--- config.mk ---
export PLATFORM = sky130hd
export DESIGN_NAME = prog_lut_mux_flat
export DESIGN_NICKNAME = d
export VERILOG_FILES = /design/src/rtl/prog_lut_mux_pkg.sv /design/src/rtl/prog_lut_mux_if.sv /design/src/rtl/lut_sweep_ctrl.sv /design/src/rtl/prog_lut_mux.sv /design/src/flat_wrapper.sv
export SDC_FILE = /design/constraint.sdc
export NUM_CORES = 1
export LEC_CHECK = 0
export CORE_MARGIN = 2
export CORE_UTILIZATION = 40
export DETAILED_ROUTE_END_ITERATION = 8
export MAX_ROUTING_LAYER = met4
export PLACE_DENSITY = 0.77
export SYNTH_ARGS = -nofsm -noshare
export SYNTH_HDL_FRONTEND = slang
export SYNTH_HIERARCHICAL = 1
export SYNTH_SLANG_ARGS = --single-unit
export TNS_END_PERCENT = 1
--- constraint.sdc ---
create_clock -name clk -period 1.7 [get_ports clk]
set_input_delay 0.255 -clock clk [delete_from_list [all_inputs] [get_ports clk]]
set_output_delay 0.255 -clock clk [all_outputs]
set_load 0.03 [all_outputs]
--- src/rtl/prog_lut_mux_pkg.sv ---
// Shared types and constants for the programmable truth-table multiplexer.
package lut_pkg;

    typedef enum logic [1:0] {
        IDLE,
        SWEEP,
        DONE
    } sweep_state_t;

    localparam int unsigned LUT_SEL_W_DEFAULT = 3;

    function automatic int unsigned lut_depth(input int unsigned sel_w);
        return 32'd1 << sel_w;
    endfunction

    localparam int unsigned LUT_N = lut_depth(LUT_SEL_W_DEFAULT);

    // Bit i is the function output for select value i.
    localparam logic [LUT_N-1:0] INIT_DEFAULT = 8'b1001_0110;

endpackage

--- src/rtl/prog_lut_mux_if.sv ---
// Sweep stream: one truth-table entry per beat under a valid/ready handshake.
interface prog_lut_mux_if #(
    parameter int unsigned SEL_W = 3
);
    logic             sw_valid;
    logic             sw_ready;
    logic [SEL_W-1:0] sw_idx;
    logic             sw_bit;

    modport master (
        output sw_valid,
        output sw_idx,
        output sw_bit,
        input  sw_ready
    );

    modport slave (
        input  sw_valid,
        input  sw_idx,
        input  sw_bit,
        output sw_ready
    );
endinterface

--- src/rtl/lut_sweep_ctrl.sv ---
// Sweep sequencer: walks every table index once under valid/ready, then pulses done.
module lut_sweep_ctrl
    import lut_pkg::*;
#(
    parameter int unsigned SEL_W = 3
) (
    input  logic             clk,
    input  logic             rst,
    input  logic             start,
    input  logic             sw_ready,
    output logic             sw_valid,
    output logic [SEL_W-1:0] sw_idx,
    output logic             busy,
    output logic             done
);

    sweep_state_t     state_q, state_d;
    logic [SEL_W-1:0] idx_q, idx_d;

    always_ff @(posedge clk) begin
        if (rst) begin
            state_q <= IDLE;
            idx_q   <= '0;
        end else begin
            state_q <= state_d;
            idx_q   <= idx_d;
        end
    end

    always_comb begin
        state_d = state_q;
        idx_d   = idx_q;
        case (state_q)
            IDLE: begin
                if (start) begin
                    state_d = SWEEP;
                    idx_d   = '0;
                end
            end
            SWEEP: begin
                // Explicit exit on the last index; the counter never wraps mid-sweep.
                if (sw_ready) begin
                    if (idx_q == '1) begin
                        state_d = DONE;
                    end else begin
                        idx_d = idx_q + 1'b1;
                    end
                end
            end
            DONE: begin
                state_d = IDLE;
                idx_d   = '0;
            end
            default: begin
                state_d = IDLE;
                idx_d   = '0;
            end
        endcase
    end

    assign sw_valid = (state_q == SWEEP);
    assign busy     = (state_q != IDLE);
    assign done     = (state_q == DONE);
    assign sw_idx   = idx_q;

endmodule

--- src/rtl/prog_lut_mux.sv ---
// Programmable truth-table multiplexer with parallel/serial table load,
// registered strobed lookup and a handshaked table sweep.
module prog_lut_mux
    import lut_pkg::*;
#(
    parameter int unsigned             SEL_W = 3,
    parameter logic [(1<<SEL_W)-1:0]   INIT  = INIT_DEFAULT
) (
    input  logic                  clk,
    input  logic                  rst,
    input  logic [SEL_W-1:0]      sel,
    input  logic                  sn,
    output logic                  y,
    input  logic                  tbl_load,
    input  logic [(1<<SEL_W)-1:0] tbl_din,
    input  logic                  tbl_shift,
    input  logic                  tbl_sin,
    output logic [(1<<SEL_W)-1:0] tbl_q,
    input  logic                  start,
    output logic                  busy,
    output logic                  done,
    prog_lut_mux_if.master        sw
);

    localparam int unsigned N = 1 << SEL_W;

    logic [N-1:0]     table_q, table_d;
    logic             y_q, y_d;
    logic             sw_valid;
    logic [SEL_W-1:0] sw_idx;

    lut_sweep_ctrl #(
        .SEL_W (SEL_W)
    ) u_sweep (
        .clk      (clk),
        .rst      (rst),
        .start    (start),
        .sw_ready (sw.sw_ready),
        .sw_valid (sw_valid),
        .sw_idx   (sw_idx),
        .busy     (busy),
        .done     (done)
    );

    always_ff @(posedge clk) begin
        if (rst) begin
            table_q <= INIT;
            y_q     <= 1'b1;
        end else begin
            table_q <= table_d;
            y_q     <= y_d;
        end
    end

    always_comb begin
        table_d = table_q;
        if (!busy) begin
            if (tbl_load) begin
                table_d = tbl_din;
            end else if (tbl_shift) begin
                table_d = {table_q[N-2:0], tbl_sin};
            end
        end
    end

    // Lookup reads table_q, so a same-cycle table update is not visible yet.
    always_comb begin
        y_d = sn ? 1'b1 : table_q[sel];
    end

    assign y           = y_q;
    assign tbl_q       = table_q;
    assign sw.sw_valid = sw_valid;
    assign sw.sw_idx   = sw_idx;
    assign sw.sw_bit   = table_q[sw_idx];

endmodule
--- src/flat_wrapper.sv ---
// flat-port wrapper written by rule: the top's interface ports become plain ports
module prog_lut_mux_flat import lut_pkg::*;
#(
    parameter int unsigned             SEL_W = 3,
    parameter logic [(1<<SEL_W)-1:0]   INIT  = INIT_DEFAULT
)
  (clk, rst, sel, sn, y, tbl_load, tbl_din, tbl_shift, tbl_sin, tbl_q, start, busy, done, sw_sw_valid, sw_sw_idx, sw_sw_bit, sw_sw_ready);
  prog_lut_mux_if #(.SEL_W(SEL_W)) sw_i ();
  input  logic clk;
  input  logic rst;
  input  logic [SEL_W-1:0] sel;
  input  logic sn;
  output logic y;
  input  logic tbl_load;
  input  logic [(1<<SEL_W)-1:0] tbl_din;
  input  logic tbl_shift;
  input  logic tbl_sin;
  output logic [(1<<SEL_W)-1:0] tbl_q;
  input  logic start;
  output logic busy;
  output logic done;
  output wire logic [$bits(sw_i.sw_valid)-1:0] sw_sw_valid;
  output wire logic [$bits(sw_i.sw_idx)-1:0] sw_sw_idx;
  output wire logic [$bits(sw_i.sw_bit)-1:0] sw_sw_bit;
  input wire logic [$bits(sw_i.sw_ready)-1:0] sw_sw_ready;
  assign sw_sw_valid = sw_i.sw_valid;
  assign sw_sw_idx = sw_i.sw_idx;
  assign sw_sw_bit = sw_i.sw_bit;
  assign sw_i.sw_ready = sw_sw_ready;
  prog_lut_mux #(.SEL_W(SEL_W), .INIT(INIT)) u_core (.clk(clk), .rst(rst), .sel(sel), .sn(sn), .y(y), .tbl_load(tbl_load), .tbl_din(tbl_din), .tbl_shift(tbl_shift), .tbl_sin(tbl_sin), .tbl_q(tbl_q), .start(start), .busy(busy), .done(done), .sw(sw_i));
endmodule
==> results of run 1 <==
==> registers in the layout, summed over array words and instances (netlist names) <==
name / count
u_core/tbl_q: 8
u_core/u_sweep/state_q: 2
u_core/u_sweep/sw_idx: 3
u_core/y: 1
==> where the power goes <==
group          total, W  leakage, nW  switching (W)  internal [W]
sequential     0.000368        0.116      0.0000170      0.000351
combinational  0.000316        0.481       0.000149      0.000168
clock          0.000248       0.0210       0.000118      0.000130
total          0.000933        0.618       0.000283      0.000649
==> layout make-up <==
type                       count  area (um2)  share of cell area (%)
multi-input combinational     51       465.4                   36.61
timing repair buffer          46       450.4                   35.43
sequential                    14       284.0                   22.34
clock buffer                   4       36.28                   2.854
tap                           25       31.28                   2.461
inverter                       1       3.754                  0.2953
==> kinds of logic after synthesis <==
group | share of synthesized area (%)
compound gates | 17.18
fa+ha+maj | 3.210
buf+inv | 3.851
flops | 35.96
mux | 28.41
simple gates | 11.40
==> stage by stage <==
| step | hold WS (ps) | utilization (%) | setup WS [ps] | power, W | setup TNS, ps |
|---|---|---|---|---|---|
| after floorplan | 355.0 | - | 79.67 | 0.0005424 | 0 |
| after global placement | 527.1 | 68.91 | -277.2 | 0.0006897 | -277.2 |
| after detailed placement | 542.3 | 68.91 | -282.2 | 0.0006940 | -282.2 |
| after CTS | 535.7 | 70.32 | -126.8 | 0.0009373 | -126.8 |
| after global routing | 520.6 | 71.30 | -182.9 | 0.0009890 | -182.9 |
| final | 530.9 | 71.30 | -122.9 | 0.0009325 | -122.9 |
==> synthesized netlist by cell type <==
cell	count	area share [%]
nor2_1	10	4.8
o221a_1	1	1.4
ha_1	2	3.2
dfxtp_1	14	36
or2_2	1	0.80
and2b_1	1	0.96
a211oi_1	4	3.9
inv_1	1	0.48
mux4_1	2	6.7
mux2_2	1	1.4
nand2_1	1	0.48
mux2_4	1	1.9
a22o_1	2	2.2
a211o_1	4	4.5
buf_4	3	2.9
a31oi_1	1	0.80
o21bai_4	1	2.4
nor2b_1	1	0.80
o21ai_0	1	0.64
o21ba_2	1	1.3
mux2i_1	12	15
nor4_2	1	1.6
mux4_2	1	2.9
and4_1	1	1.1
buf_1	1	0.48
nand2_2	1	0.80
==> layout by cell type, fill, tap and decap left out, types with 3 or more instances in the layout <==
master	count
mux4_2	3
dfxtp_1	13
dlygate4sd2_1	7
clkdlybuf4s50_1	20
mux2i_1	12
a211oi_1	4
nor2_1	10
clkbuf_4	3
dlymetal6s2s_1	6
buf_4	11
a211o_1	4
==> path summary, 6_finish.rpt <==
path                                  from                        to  slack [ps]  depth (start not counted)
setup reg to reg  u_core/u_sweep/sw_idx[0]  u_core/u_sweep/sw_idx[0]         120                          5
hold / removal                          sn                  u_core/y         530                          3
hold reg to reg   u_core/u_sweep/sw_idx[2]  u_core/u_sweep/sw_idx[2]         570                          1
setup / recovery  u_core/u_sweep/sw_idx[0]                 sw_sw_bit        -120                          3
==> what timing repair did <==
item / 4_1_cts / 5_1_grt
hold buffers: 0 / 0
pin swaps: 0 / 0
gates resized for setup: 17 / 7
setup endpoints to repair: 5 / 7
==> worst max-delay path: stages (launching register included) <==
cell	delay, ps
dfxtp_4	370
mux4_2	480
mux2_4	280
buf_6	140
==> metal layers <==
metal,up-vias,GRT usage [%],routed length [um]
met2,28,34.21,982
met3,2,4.815,107
met5,-,-,0
li1,357,-,-
met4,0,8.108,17
met1,360,27.23,885
==> flow_summary_export.csv, run 1 <==
group,metric,value,unit
worst_setup_path,required,1440,ps
sta,fmax,548.6,MHz
clock_network,cts.sinks,14,
pwr,p_leak,0.6184,nW
yosys,seq_area_frac_synth,35.96,%
clock_network,htree_levels,1,
yosys,synth_seq_cells,14,
worst_setup_path,cp-start-kind,"register",
sta,fin_ws,-122.9,ps
drt,drc,0,
sta,relSlewSlack,76.41,%
sta,min_period_over_period,107.2,%
sta,fin_skew,7.801,ps
clock_network,path_clk_slew,100,ps
layout,layout.nets,138,
pwr,peakVddDrop,0.0004159,V
drt,num_vias,747,
run,cap_violations,0,
drt,wl,1992,um
drt,viasPerCell,5.298,
hold_path,hold_class,"in2reg",
global_route,grt_usage,21.78,%
layout,area_delta_synth_final,63.08,%
yosys,syn_area_per_cell,11.14,um2
layout,instances_no_fill,141,
clock_network,cts_tree,"built",
layout,layout-drive-gt1-share,24.14,%
place,dp_cells,137,
place,dp_hpwl,1464,um
place,portBuffers,34,
yosys,yosysWarningCount,6,
place,routabilityCongestion,0.7865,
worst_setup_path,cp-end-kind,"primary output",
worst_setup_path,crit_arrival,1570,ps
global_route,grt_pass1_wl,3305,um
die,dieArea,2318,um2
die,num_rows,15,
clock_network,clk_latency,290,ps
yosys,netlist_instances,70,
drt,drt-initial-drc-count,7,
yosys,syn_nets,91,
layout,fillers,145,
run_status,violations,"negative setup slack",
sta,setup_viol,1,
die,core,1783,um2
drt,ant_nets,0,
global_route,grt_max_degree,11,
die,initial_core_util,43.72,%
run_status,status,"complete, but fails checks",
worst_setup_path,critPathKind,"reg2out",
drt,wire_per_inst,14.13,um
place,placed_cell_area,1229,um2
sta,rsz0062_at_grt,"true",
worst_setup_path,cp_max_fo,3,
pwr,power_density,733.6,nW/um2
layout,final_area,1271,um2
global_route,grt_pass1_vias,742,
clock_network,cts_made_buffers,3,
layout,antenna_cells,0,
yosys,synthDistinctLibCells,26,
global_route,grt_overflow_total,0,
die,pin_count,35,
die,die_h,48.15,um
die,die_w,48.15,um
sta,tightest_slew,350.9,ps
yosys,syn-cell-area,779.5,um2
clock_network,clock_path_buffers,2,
sta,maxSlewViolCount,0,
clock_network,post_cts_buffers,0,
global_route,antenna_found_initial,0,
sta,hold_viol_final,0,
clock_network,clock-root-buffer,"clkbuf_4",
sta,min_period,1823,ps
drt,dr.pass1.iters,4,
Note: power is estimated with default switching activity, not from simulation.
==> run 2: changes to the inputs <==
- REMOVE_ABC_BUFFERS: unset -> 1
- SLEW_MARGIN: unset -> 20
==> flow_summary_export.csv, run 2 (synthesized netlist as in run 1, its figures left out) <==
group,metric,value,unit
run_status,status,"complete, but fails checks",
run_status,violations,"negative setup slack",
clock_network,clk_latency,280,ps
drt,num_vias,730,
place,dp_hpwl,1568,um
global_route,grt_max_degree,11,
drt,viasPerCell,5.177,
worst_setup_path,critPathKind,"reg2out",
layout,mostFrequentLayoutCells,"22 x clkdlybuf4s50_1, 13 x dfxtp_1, 12 x mux2i_1",
sta,fin_ws,-115.8,ps
worst_setup_path,cp-endpoint,"sw_sw_bit",
layout,instances_no_fill,141,
die,pin_count,35,
drt,drt-initial-drc-count,8,
worst_setup_path,cp-end-kind,"primary output",
worst_setup_path,cp_max_fo,3,
worst_setup_path,crit_buf_inv,1,
drt,wire_per_inst,14.25,um
worst_setup_path,required,1440,ps
sta,min_period,1816,ps
die,die_w,48.15,um
sta,hold_viol_final,0,
pwr,p_leak,0.6056,nW
global_route,grt_usage,20.30,%
sta,maxSlewViolCount,0,
sta,min_period_over_period,106.8,%
clock_network,cts_made_buffers,3,
worst_setup_path,cpPeakStageDelay,490,ps
worst_setup_path,crit_path_start,"u_core/u_sweep/sw_idx[0]",
clock_network,clock-root-buffer,"clkbuf_4",
drt,wl,2009,um
layout,fillers,138,
pwr,power.total,0.0009290,W
global_route,grt_pass1_wl,2973,um
clock_network,cts_tree,"built",
layout,layout.nets,138,
clock_network,clock_path_buffers,2,
layout,largest_reg_flops,8,
layout,antenna_cells,0,
global_route,antenna_found_initial,0,
worst_setup_path,cp-start-kind,"register",
clock_network,htree_levels,1,
hold_path,hold_class,"in2reg",
die,initial_core_util,43.72,%
layout,layout_commonest_cell,"clkdlybuf4s50_1",
sta,whs,543.3,ps
place,portBuffers,34,
worst_setup_path,r2r_cells,5,
layout,utilization,70.88,%
clock_network,post_cts_buffers,0,
sta,fmax,550.7,MHz
worst_setup_path,cp_slowest_cell,"mux4_2",
die,die_h,48.15,um
pwr,peakVddDrop,0.0005148,V
drt,dr.pass1.iters,3,
worst_setup_path,crit_chain,"mux4_2 -> mux2_4 -> buf_6",
worst_setup_path,r2r_setup_slack,130,ps
pwr,power_density,735.1,nW/um2
sta,setup_viol,1,
hold_path,min_path_cells,3,
clock_network,cts.sinks,14,
sta,relSlewSlack,78.04,%
clock_network,path_clk_slew,90,ps
die,dieArea,2318,um2
layout,area_delta_synth_final,62.12,%
sta,rsz0062_at_grt,"true",
die,core,1783,um2
die,num_rows,15,
worst_setup_path,rr_startpoint,"u_core/u_sweep/sw_idx[0]",
drt,drc,0,
drt,ant_nets,0,
worst_setup_path,crit_family,"multiplexers",
global_route,grt_overflow_total,0,
worst_setup_path,crit_arrival,1560,ps
sta,fin_skew,1.376,ps
worst_setup_path,reg2reg_to,"u_core/u_sweep/sw_idx[0]",
sta,setup-tns-final,-115.8,ps
layout,layout-drive-gt1-share,24.14,%
place,dp_cells,137,
global_route,grt_pass1_vias,649,
sta,tightest_slew,328.8,ps
place,routabilityCongestion,0.8061,
worst_setup_path,cp.depth,3,
run,cap_violations,0,
## run 2: where the power goes
group / leakage [nW] / internal (W) / switching, W
clock network: 0.0210 / 0.000130 / 0.000112
logic: 0.468 / 0.000168 / 0.000151
registers: 0.116 / 0.000352 / 0.0000150
## run 2: worst min-delay path by stage
stage,startpoint,to,slack (ps)
finish,sn,u_core/y,540
global route,sn,u_core/y,550
global placement,u_core/u_sweep/state_q[0],u_core/u_sweep/state_q[0],530
CTS,sn,u_core/y,540
detailed placement,u_core/u_sweep/state_q[0],u_core/u_sweep/state_q[0],530
floorplan,rst,u_core/tbl_q[0],330
## run 2: what timing repair did
item,4_1_cts,5_1_grt
pin swaps,0,0
hold buffers,0,0
resized for setup,18,4
endpoints found under the hold margin,0,0
setup endpoints to repair,7,6
## run 2: per-layer routing
| metal | up-vias | share of wire, % | GRT usage [%] |
|---|---|---|---|
| met3 | 4 | 3.4 | 4.444 |
| li1 | 358 | - | - |
| met1 | 351 | 45 | 25.85 |
| met5 | - | 0 | - |
| met2 | 17 | 49 | 29.47 |
| met4 | 0 | 2.0 | 11.35 |
## run 2: final cells by class
cell class / count / area (um2) / area share, %
Sequential cell: 14 / 281.5 / 22.28
Tap cell: 25 / 31.28 / 2.475
Multi-Input combinational cell: 51 / 465.4 / 36.83
Clock buffer: 4 / 36.28 / 2.871
Timing Repair Buffer: 46 / 445.4 / 35.25
Inverter: 1 / 3.754 / 0.2970
## run 2: worst min-delay path, cell delays in order
cell	delay [ps]
clkdlybuf4s50_1	450
nor2_1	40
nand2_1	50
## run 2: stage by stage
| step | setup slack, ps | area [um2] |
|---|---|---|
| 6_report | -115.8 | 1264 |
| 5_1_grt | -163.9 | 1264 |
| 4_1_cts | -129.8 | 1254 |
| 3_5_place_dp | -312.0 | 1227 |
| 3_3_place_gp | -315.3 | 1227 |
| 2_1_floorplan | -69.76 | 753.2 |
